--- config.mk ---
export PLATFORM = sky130hd
export DESIGN_NAME = axis_packet_gen_flat
export DESIGN_NICKNAME = d
export VERILOG_FILES = /design/src/rtl/axis_packet_gen_pkg.sv /design/src/rtl/axis_packet_gen_if.sv /design/src/rtl/axis_packet_gen.sv /design/src/flat_wrapper.sv
export SDC_FILE = /design/constraint.sdc
export NUM_CORES = 1
export LEC_CHECK = 0
export CAP_MARGIN = 20
export CORE_MARGIN = 3
export CORE_UTILIZATION = 30
export CTS_CLUSTER_DIAMETER = 30
export CTS_CLUSTER_SIZE = 25
export DETAILED_ROUTE_END_ITERATION = 8
export GPL_ROUTABILITY_DRIVEN = 0
export GPL_TIMING_DRIVEN = 0
export HOLD_SLACK_MARGIN = 0.02
export PLACE_DENSITY_LB_ADDON = 0.12
export SLEW_MARGIN = 40
export SYNTH_ARGS = -nofsm -noshare
export SYNTH_HDL_FRONTEND = slang
export SYNTH_SLANG_ARGS = --single-unit
--- constraint.sdc ---
create_clock -name clk -period 2.98 [get_ports clk]
set_input_delay 0.298 -clock clk [delete_from_list [all_inputs] [get_ports clk]]
set_output_delay 0.298 -clock clk [all_outputs]
set_load 0.1 [all_outputs]
--- src/rtl/axis_packet_gen_pkg.sv ---
// Shared definitions for the AXIS packet generator and its future checker.
// Default widths and FSM state encodings live here so both sides decode the same pattern.
package axis_packet_gen_pkg;

    localparam int DATA_W_DEF = 8;
    localparam int LEN_W_DEF  = 16;
    localparam int CNT_W_DEF  = 16;
    localparam int GAP_W_DEF  = 8;

    typedef enum logic [1:0] {
        ST_IDLE = 2'd0,
        ST_SEND = 2'd1,
        ST_GAP  = 2'd2,
        ST_DONE = 2'd3
    } state_t;

endpackage

--- src/rtl/axis_packet_gen_if.sv ---
// AXI-Stream bundle (tdata/tvalid/tready/tlast) with master and slave views.
interface axis_packet_gen_if
    import axis_packet_gen_pkg::*;
#(
    parameter int DATA_W = DATA_W_DEF
) ();
    logic [DATA_W-1:0] tdata;
    logic              tvalid;
    logic              tready;
    logic              tlast;

    modport master (output tdata, output tvalid, output tlast, input tready);
    modport slave  (input tdata, input tvalid, input tlast, output tready);
endinterface

--- src/rtl/axis_packet_gen.sv ---
// Purpose: AXIS master emitting num_pkts framed packets of pkt_len beats, tdata = pkt_idx + beat_idx.
// Latency: beat 0 is valid one cycle after start; all outputs registered.
// Backpressure: holds tdata/tlast/tvalid while tready is low; tvalid never depends on tready.
module axis_packet_gen
    import axis_packet_gen_pkg::*;
#(
    parameter int DATA_W = DATA_W_DEF,
    parameter int LEN_W  = LEN_W_DEF,
    parameter int CNT_W  = CNT_W_DEF,
    parameter int GAP_W  = GAP_W_DEF
) (
    input  logic             clk,
    input  logic             reset,
    input  logic             start,
    input  logic             stop,
    input  logic [LEN_W-1:0] pkt_len,
    input  logic [CNT_W-1:0] num_pkts,
    input  logic [GAP_W-1:0] gap_cycles,
    output logic             busy,
    output logic             done,
    output logic [CNT_W-1:0] pkt_count,
    axis_packet_gen_if.master m_axis
);

    state_t             state_q, state_d;
    logic [LEN_W-1:0]   len_q, len_d;
    logic [CNT_W-1:0]   num_q, num_d;
    logic [GAP_W-1:0]   gap_q, gap_d;
    logic [LEN_W-1:0]   beat_q, beat_d;
    logic [GAP_W-1:0]   gap_cnt_q, gap_cnt_d;
    logic [DATA_W-1:0]  pkt_idx_q, pkt_idx_d;
    logic [CNT_W-1:0]   pkt_count_q, pkt_count_d;
    logic [DATA_W-1:0]  tdata_q, tdata_d;
    logic               tvalid_q, tvalid_d;
    logic               tlast_q, tlast_d;
    logic               stop_q, stop_d;
    logic               done_q, done_d;
    logic               busy_q, busy_d;

    logic               xfer;
    logic               stop_any;
    logic [CNT_W-1:0]   count_inc;

    assign xfer      = tvalid_q && m_axis.tready;
    assign stop_any  = stop || stop_q;
    // Saturate so continuous runs never wrap the completed-packet count.
    assign count_inc = (pkt_count_q == '1) ? pkt_count_q : pkt_count_q + CNT_W'(1);

    always_comb begin
        state_d     = state_q;
        len_d       = len_q;
        num_d       = num_q;
        gap_d       = gap_q;
        beat_d      = beat_q;
        gap_cnt_d   = gap_cnt_q;
        pkt_idx_d   = pkt_idx_q;
        pkt_count_d = pkt_count_q;
        tdata_d     = tdata_q;
        tvalid_d    = tvalid_q;
        tlast_d     = tlast_q;
        stop_d      = stop_q;

        case (state_q)
            ST_IDLE: begin
                if (start) begin
                    state_d     = ST_SEND;
                    len_d       = (pkt_len == '0) ? LEN_W'(1) : pkt_len;
                    num_d       = num_pkts;
                    gap_d       = gap_cycles;
                    pkt_count_d = '0;
                    pkt_idx_d   = '0;
                    beat_d      = '0;
                    stop_d      = stop;
                    tvalid_d    = 1'b1;
                    tdata_d     = '0;
                    tlast_d     = (pkt_len <= LEN_W'(1));
                end
            end
            ST_SEND: begin
                // A stop seen anywhere in the frame is honoured at its tlast.
                if (stop) stop_d = 1'b1;
                if (xfer) begin
                    if (tlast_q) begin
                        pkt_count_d = count_inc;
                        pkt_idx_d   = pkt_idx_q + DATA_W'(1);
                        beat_d      = '0;
                        if (stop_any || (num_q != '0 && pkt_count_q + CNT_W'(1) == num_q)) begin
                            state_d  = ST_DONE;
                            tvalid_d = 1'b0;
                            tlast_d  = 1'b0;
                        end else if (gap_q == '0) begin
                            tdata_d = pkt_idx_q + DATA_W'(1);
                            tlast_d = (len_q == LEN_W'(1));
                        end else begin
                            state_d   = ST_GAP;
                            gap_cnt_d = gap_q - GAP_W'(1);
                            tvalid_d  = 1'b0;
                            tlast_d   = 1'b0;
                        end
                    end else begin
                        beat_d  = beat_q + LEN_W'(1);
                        tdata_d = tdata_q + DATA_W'(1);
                        tlast_d = (beat_q + LEN_W'(1) == len_q - LEN_W'(1));
                    end
                end
            end
            ST_GAP: begin
                if (stop_any) begin
                    state_d = ST_DONE;
                end else if (gap_cnt_q == '0) begin
                    state_d  = ST_SEND;
                    tvalid_d = 1'b1;
                    tdata_d  = pkt_idx_q;
                    tlast_d  = (len_q == LEN_W'(1));
                    beat_d   = '0;
                end else begin
                    gap_cnt_d = gap_cnt_q - GAP_W'(1);
                end
            end
            ST_DONE: begin
                state_d = ST_IDLE;
            end
            default: begin
                state_d = ST_IDLE;
            end
        endcase

        done_d = (state_d == ST_DONE);
        busy_d = (state_d == ST_SEND) || (state_d == ST_GAP);
    end

    always_ff @(posedge clk) begin
        if (reset) begin
            state_q     <= ST_IDLE;
            len_q       <= '0;
            num_q       <= '0;
            gap_q       <= '0;
            beat_q      <= '0;
            gap_cnt_q   <= '0;
            pkt_idx_q   <= '0;
            pkt_count_q <= '0;
            tdata_q     <= '0;
            tvalid_q    <= 1'b0;
            tlast_q     <= 1'b0;
            stop_q      <= 1'b0;
            done_q      <= 1'b0;
            busy_q      <= 1'b0;
        end else begin
            state_q     <= state_d;
            len_q       <= len_d;
            num_q       <= num_d;
            gap_q       <= gap_d;
            beat_q      <= beat_d;
            gap_cnt_q   <= gap_cnt_d;
            pkt_idx_q   <= pkt_idx_d;
            pkt_count_q <= pkt_count_d;
            tdata_q     <= tdata_d;
            tvalid_q    <= tvalid_d;
            tlast_q     <= tlast_d;
            stop_q      <= stop_d;
            done_q      <= done_d;
            busy_q      <= busy_d;
        end
    end

    assign m_axis.tdata  = tdata_q;
    assign m_axis.tvalid = tvalid_q;
    assign m_axis.tlast  = tlast_q;
    assign busy          = busy_q;
    assign done          = done_q;
    assign pkt_count     = pkt_count_q;

endmodule

--- src/flat_wrapper.sv ---
// flat-port wrapper written by rule: the top's interface ports become plain ports
module axis_packet_gen_flat import axis_packet_gen_pkg::*;
#(
    parameter int DATA_W = DATA_W_DEF,
    parameter int LEN_W  = LEN_W_DEF,
    parameter int CNT_W  = CNT_W_DEF,
    parameter int GAP_W  = GAP_W_DEF
)
  (clk, reset, start, stop, pkt_len, num_pkts, gap_cycles, busy, done, pkt_count, m_axis_tdata, m_axis_tvalid, m_axis_tlast, m_axis_tready);
  axis_packet_gen_if #(.DATA_W(DATA_W)) m_axis_i ();
  input  logic clk;
  input  logic reset;
  input  logic start;
  input  logic stop;
  input  logic [LEN_W-1:0] pkt_len;
  input  logic [CNT_W-1:0] num_pkts;
  input  logic [GAP_W-1:0] gap_cycles;
  output logic busy;
  output logic done;
  output logic [CNT_W-1:0] pkt_count;
  output wire logic [$bits(m_axis_i.tdata)-1:0] m_axis_tdata;
  output wire logic [$bits(m_axis_i.tvalid)-1:0] m_axis_tvalid;
  output wire logic [$bits(m_axis_i.tlast)-1:0] m_axis_tlast;
  input wire logic [$bits(m_axis_i.tready)-1:0] m_axis_tready;
  assign m_axis_tdata = m_axis_i.tdata;
  assign m_axis_tvalid = m_axis_i.tvalid;
  assign m_axis_tlast = m_axis_i.tlast;
  assign m_axis_i.tready = m_axis_tready;
  axis_packet_gen #(.DATA_W(DATA_W), .LEN_W(LEN_W), .CNT_W(CNT_W), .GAP_W(GAP_W)) u_core (.clk(clk), .reset(reset), .start(start), .stop(stop), .pkt_len(pkt_len), .num_pkts(num_pkts), .gap_cycles(gap_cycles), .busy(busy), .done(done), .pkt_count(pkt_count), .m_axis(m_axis_i));
endmodule
==> run summary <==
The initial antenna violation count was 0; the portion of netlist area occupied by mux cells was 1.38%. The first TritonRoute pass finished after 5 iterations. By area, the combinational part of the netlist is dominated by simple AND/OR/NAND/NOR gates. The post-synthesis instance total is 870, and the met3 layer wire length in the routed design is 858 µm. The number of register bits inferred by synthesis works out to 103.

The final clock period utilization by the worst path was 96.4%. For the number of global-route vias before repair, the log shows 6464. The startpoint of the worst hold path is u_core.gap_cnt_q[7]$_SDFFE_PP0P_. The count of flip-flops with a built-in enable after synthesis works out to 0. The die covers 23800 µm². Setup violations remaining at the end of the flow were counted as 0.

The average wire per standard cell is 17.4 µm, and the power after layout is 6.29 mW. The slew at the pin with the worst max-slew slack was 753 ps; the insertion delay to the later sink of the worst-skew pair was 360 ps. The share of total power dissipated in sequential elements is 29.2%. Leaving out fill and tap cells, the most frequent cell in the layout is nand2_1. Once placement finished, the instance area stood at 7560 µm². The pin count of the biggest net entering global routing is 17, and the xor/xnor share of the synthesized area is 9.93%.

Fraction of power consumed by combinational cells: 52.6%. Using the TritonRoute via totals, the vias-per-cell ratio works out to 5.37. STA classifies the critical path startpoint as a register. The deepest level of the CTS H-tree was 3. Of the total power, the clock network draws 18.2%.

The number of CTS-inserted buffers was 9; the detailed-route wire length was 21.5 mm. Signal routing reaches up to met4. Cells with a size suffix above 1 make up 11.5% of the layout.

The synthesized netlist devotes 20.6% of its cell area to compound gates. The worst-case IR drop observed on VDD is 0.287 mV. The worst slew margin relative to its limit came out at 49.8%. The area added between synthesis and finish came out at 19.8%. Setup repair after global routing could not meet its margin everywhere. In this run the static leakage power is 2.82 nW. In this run the horizontal extent of the chip is 154 µm. Synthesis instantiated 75 different standard cells from the library. TritonCTS built the clock tree.

Of the total synthesized cell area, the portion taken by full adders, half adders and majority gates is 2.27%. Yosys attributes the largest share of cell area to dfxtp_1 (31%), a21oi_1 (8.2%), nand2_1 (7.2%). The number of hold buffers added after CTS was 0; the worst-case clock skew was 7.24 ps. Counting flops with an async set or reset pin after synthesis yields a share of 0%. The number of nets in the final layout is 1011, and the worst-path maximum fanout is 8.

The HPWL after detailed placement is 16.1 mm. The kind of capture point of the worst setup path was a register. Global routing used 17.9% of the available tracks. In the layout the commonest cells are nand2_1 (126), a21oi_1 (108), dfxtp_1 (88). Summing the sequential cell areas from Yosys gives 31.2% of the chip area.

The finished cells cover 7910 µm². In this run switching power makes up 46.8% of total power. The critical path starts at u_core.pkt_count[0]$_SDFFE_PP0P_.

The number of primary I/O pins came out at 73. The fraction of synthesized cell area taken by the top area cell type works out to 31.2%. The critical path is of the register to register type. Fill cells in the final layout number 2278. The remaining design rule violation count came out at 0. The root buffer cell chosen for the clock tree is clkbuf_16. Wire length on met2: 9.97 mm. The post-synthesis average cell area works out to 7.59 µm².

The final hold violation count came out at 0. In this run the standard cell core region covers 21400 µm². The number of antenna diodes in the final layout is 0.

The routed layout has 6621 vias. No sink is reached through more buffers than the 2 on the longest clock path. For the initial DRC count, the log shows 472.

The run finished with clean final reports. The startpoint identified for the worst register-to-register timing path is u_core.pkt_count[0]$_SDFFE_PP0P_. The classification of the worst-slack hold path was register to register. The run gives 0 as the final max-slew violation count. The smallest hold slack is 480 ps. The wire length on met1 is 10.3 mm, and the worst path arrival time is 3110 ps. During synthesis, Yosys emitted a total of 0 warnings. The top flip-flop cell by instance count after synthesis is dfxtp_1. For the netlist area before placement, the log shows 6600 µm². Across the run, the number of max-cap violations was 0.

The reported net switching power is 2.94 mW, and the height of the chip is 154 µm. The count of buffers inserted at the top-level ports is 72, and the required time of the worst setup path is 3220 ps. The clock sink count is 103, and the final critical delay including setup and external delays is 2870 ps. For the peak clock frequency supported by timing, the log shows 348 MHz. After global routing the overflow that remains totals 0. The number of rows created at floorplan was 53; the number of nets still failing antenna checks after routing was 0.

Summing the areas of all and, or, nand and nor instances in the mapped netlist gives 30.1% of the synthesized area. The net count after synthesis is 927, and the internal power consumption is 3.35 mW. For this design the ratio of total power to cell area is 796 nW/µm². The largest total area in the synthesized netlist belongs to dfxtp_1. Post-CTS clock slew at the launch and capture registers of the worst setup and hold paths: 70 ps. The wire length of the first global-routing pass was 34.7 mm; the effective utilization at floorplan was 30.9%.
[area by class of cell]
class	count	area [µm²]	share of cell area [%]
Clock buffer	11	243	3.07
Tap cell	275	344	4.35
Multi-Input combinational cell	694	4310	54.5
Inverter	16	60.1	0.759
Timing Repair Buffer	75	603	7.62
Clock inverter	5	33.8	0.427
Buffer	55	228	2.88
Sequential cell	103	2090	26.4
[cell usage after synthesis, types with 3 or more instances]
cell	n
a2111o_1	3
a211oi_1	6
a21boi_0	3
a21o_1	9
a21oi_1	108
a22o_1	3
a22oi_1	4
a31oi_1	9
and2_1	3
and3_1	15
and4_1	4
buf_1	7
buf_2	8
clkbuf_1	40
dfxtp_1	103
ha_1	12
inv_1	16
mux2i_1	8
nand2_1	126
nand2b_1	5
nand3_1	22
nand3b_1	13
nand4_1	19
nor2_1	64
nor2b_1	8
nor3_1	22
nor4_1	22
nor4_2	3
o21a_1	3
o21ai_0	46
o21ai_1	9
o311ai_0	3
or3_1	14
or4_1	6
xnor2_1	52
xor2_1	21
[state kept, by name, indices dropped and copies added (netlist names), 2 cells and up]
| signal | flops |
|---|---|
| u_core.beat_q | 16 |
| u_core.num_q | 16 |
| u_core.gap_cnt_q | 8 |
| u_core.pkt_idx_q | 8 |
| u_core.gap_q | 8 |
| u_core.len_q | 16 |
| u_core.m_axis.tdata | 8 |
| u_core.state_q | 2 |
| u_core.pkt_count | 16 |
[through the flow]
step                      worst slack, ps  setup TNS (ps)  utilization, %  cells
after floorplan                      4.56               0               -    870
after global placement               -594          -10840            36.0   1217
after detailed placement             -234           -4630            35.4   1217
after CTS                            2.16               0            36.8   1236
after global routing                -2.99           -2.99            37.0   1234
final                                 107               0            37.0   1234
[final timing paths]
kind	endpoint	slack [ps]	cells past startpoint
min reg2reg	u_core.gap_cnt_q[7]$_SDFFE_PP0P_	480	2
max reg2reg	u_core.busy$_SDFF_PP0_	110	12
min	u_core.gap_cnt_q[7]$_SDFFE_PP0P_	480	2
max	u_core.busy$_SDFF_PP0_	110	12
[power groups by stage]
stage | registers (mW) | logic, mW | clock network (mW)
floorplan | 1.95 | 2.24 | 0
global placement | 1.86 | 3.26 | 0
detailed placement | 1.86 | 3.24 | 0
CTS | 1.83 | 3.27 | 1.18
global route | 1.87 | 3.70 | 1.24
finish | 1.84 | 3.31 | 1.14
[metal layers]
| layer | vias to the layer above | GRT usage (%) |
|---|---|---|
| met5 | - | 0 |
| met4 | 0 | 5.26 |
| met3 | 21 | 2.21 |
| met2 | 158 | 29.5 |
| met1 | 3146 | 24.5 |
| li1 | 3296 | - |
[logic make-up after synthesis]
| family | Yosys count |
|---|---|
| adders and majority gates | 12 |
| muxes | 9 |
| xor gates and xnor gates | 74 |
| AOI/OAI and AO/OA | 228 |
| DFF | 103 |
| buffers and inverters | 73 |
| and+or+nand+nor | 371 |
[critical path, stage by stage, from the launching register on]
cell	delay, ps
dfxtp_4	390
ha_4	190
and3_1	170
buf_4	160
a2111o_1	410
a32oi_1	160
nor4b_4	210
buf_4	180
nand3_4	110
a21o_1	220
a22oi_2	160
ha_1	260
nor2b_1	130
[what timing repair did]
action | 4_1_cts | 5_1_grt
setup buffers | 3 | 0
pin swaps | 0 | 3
setup endpoints to repair | 16 | 35
resized for setup | 3 | 15
(Power assumes the default switching activity.)
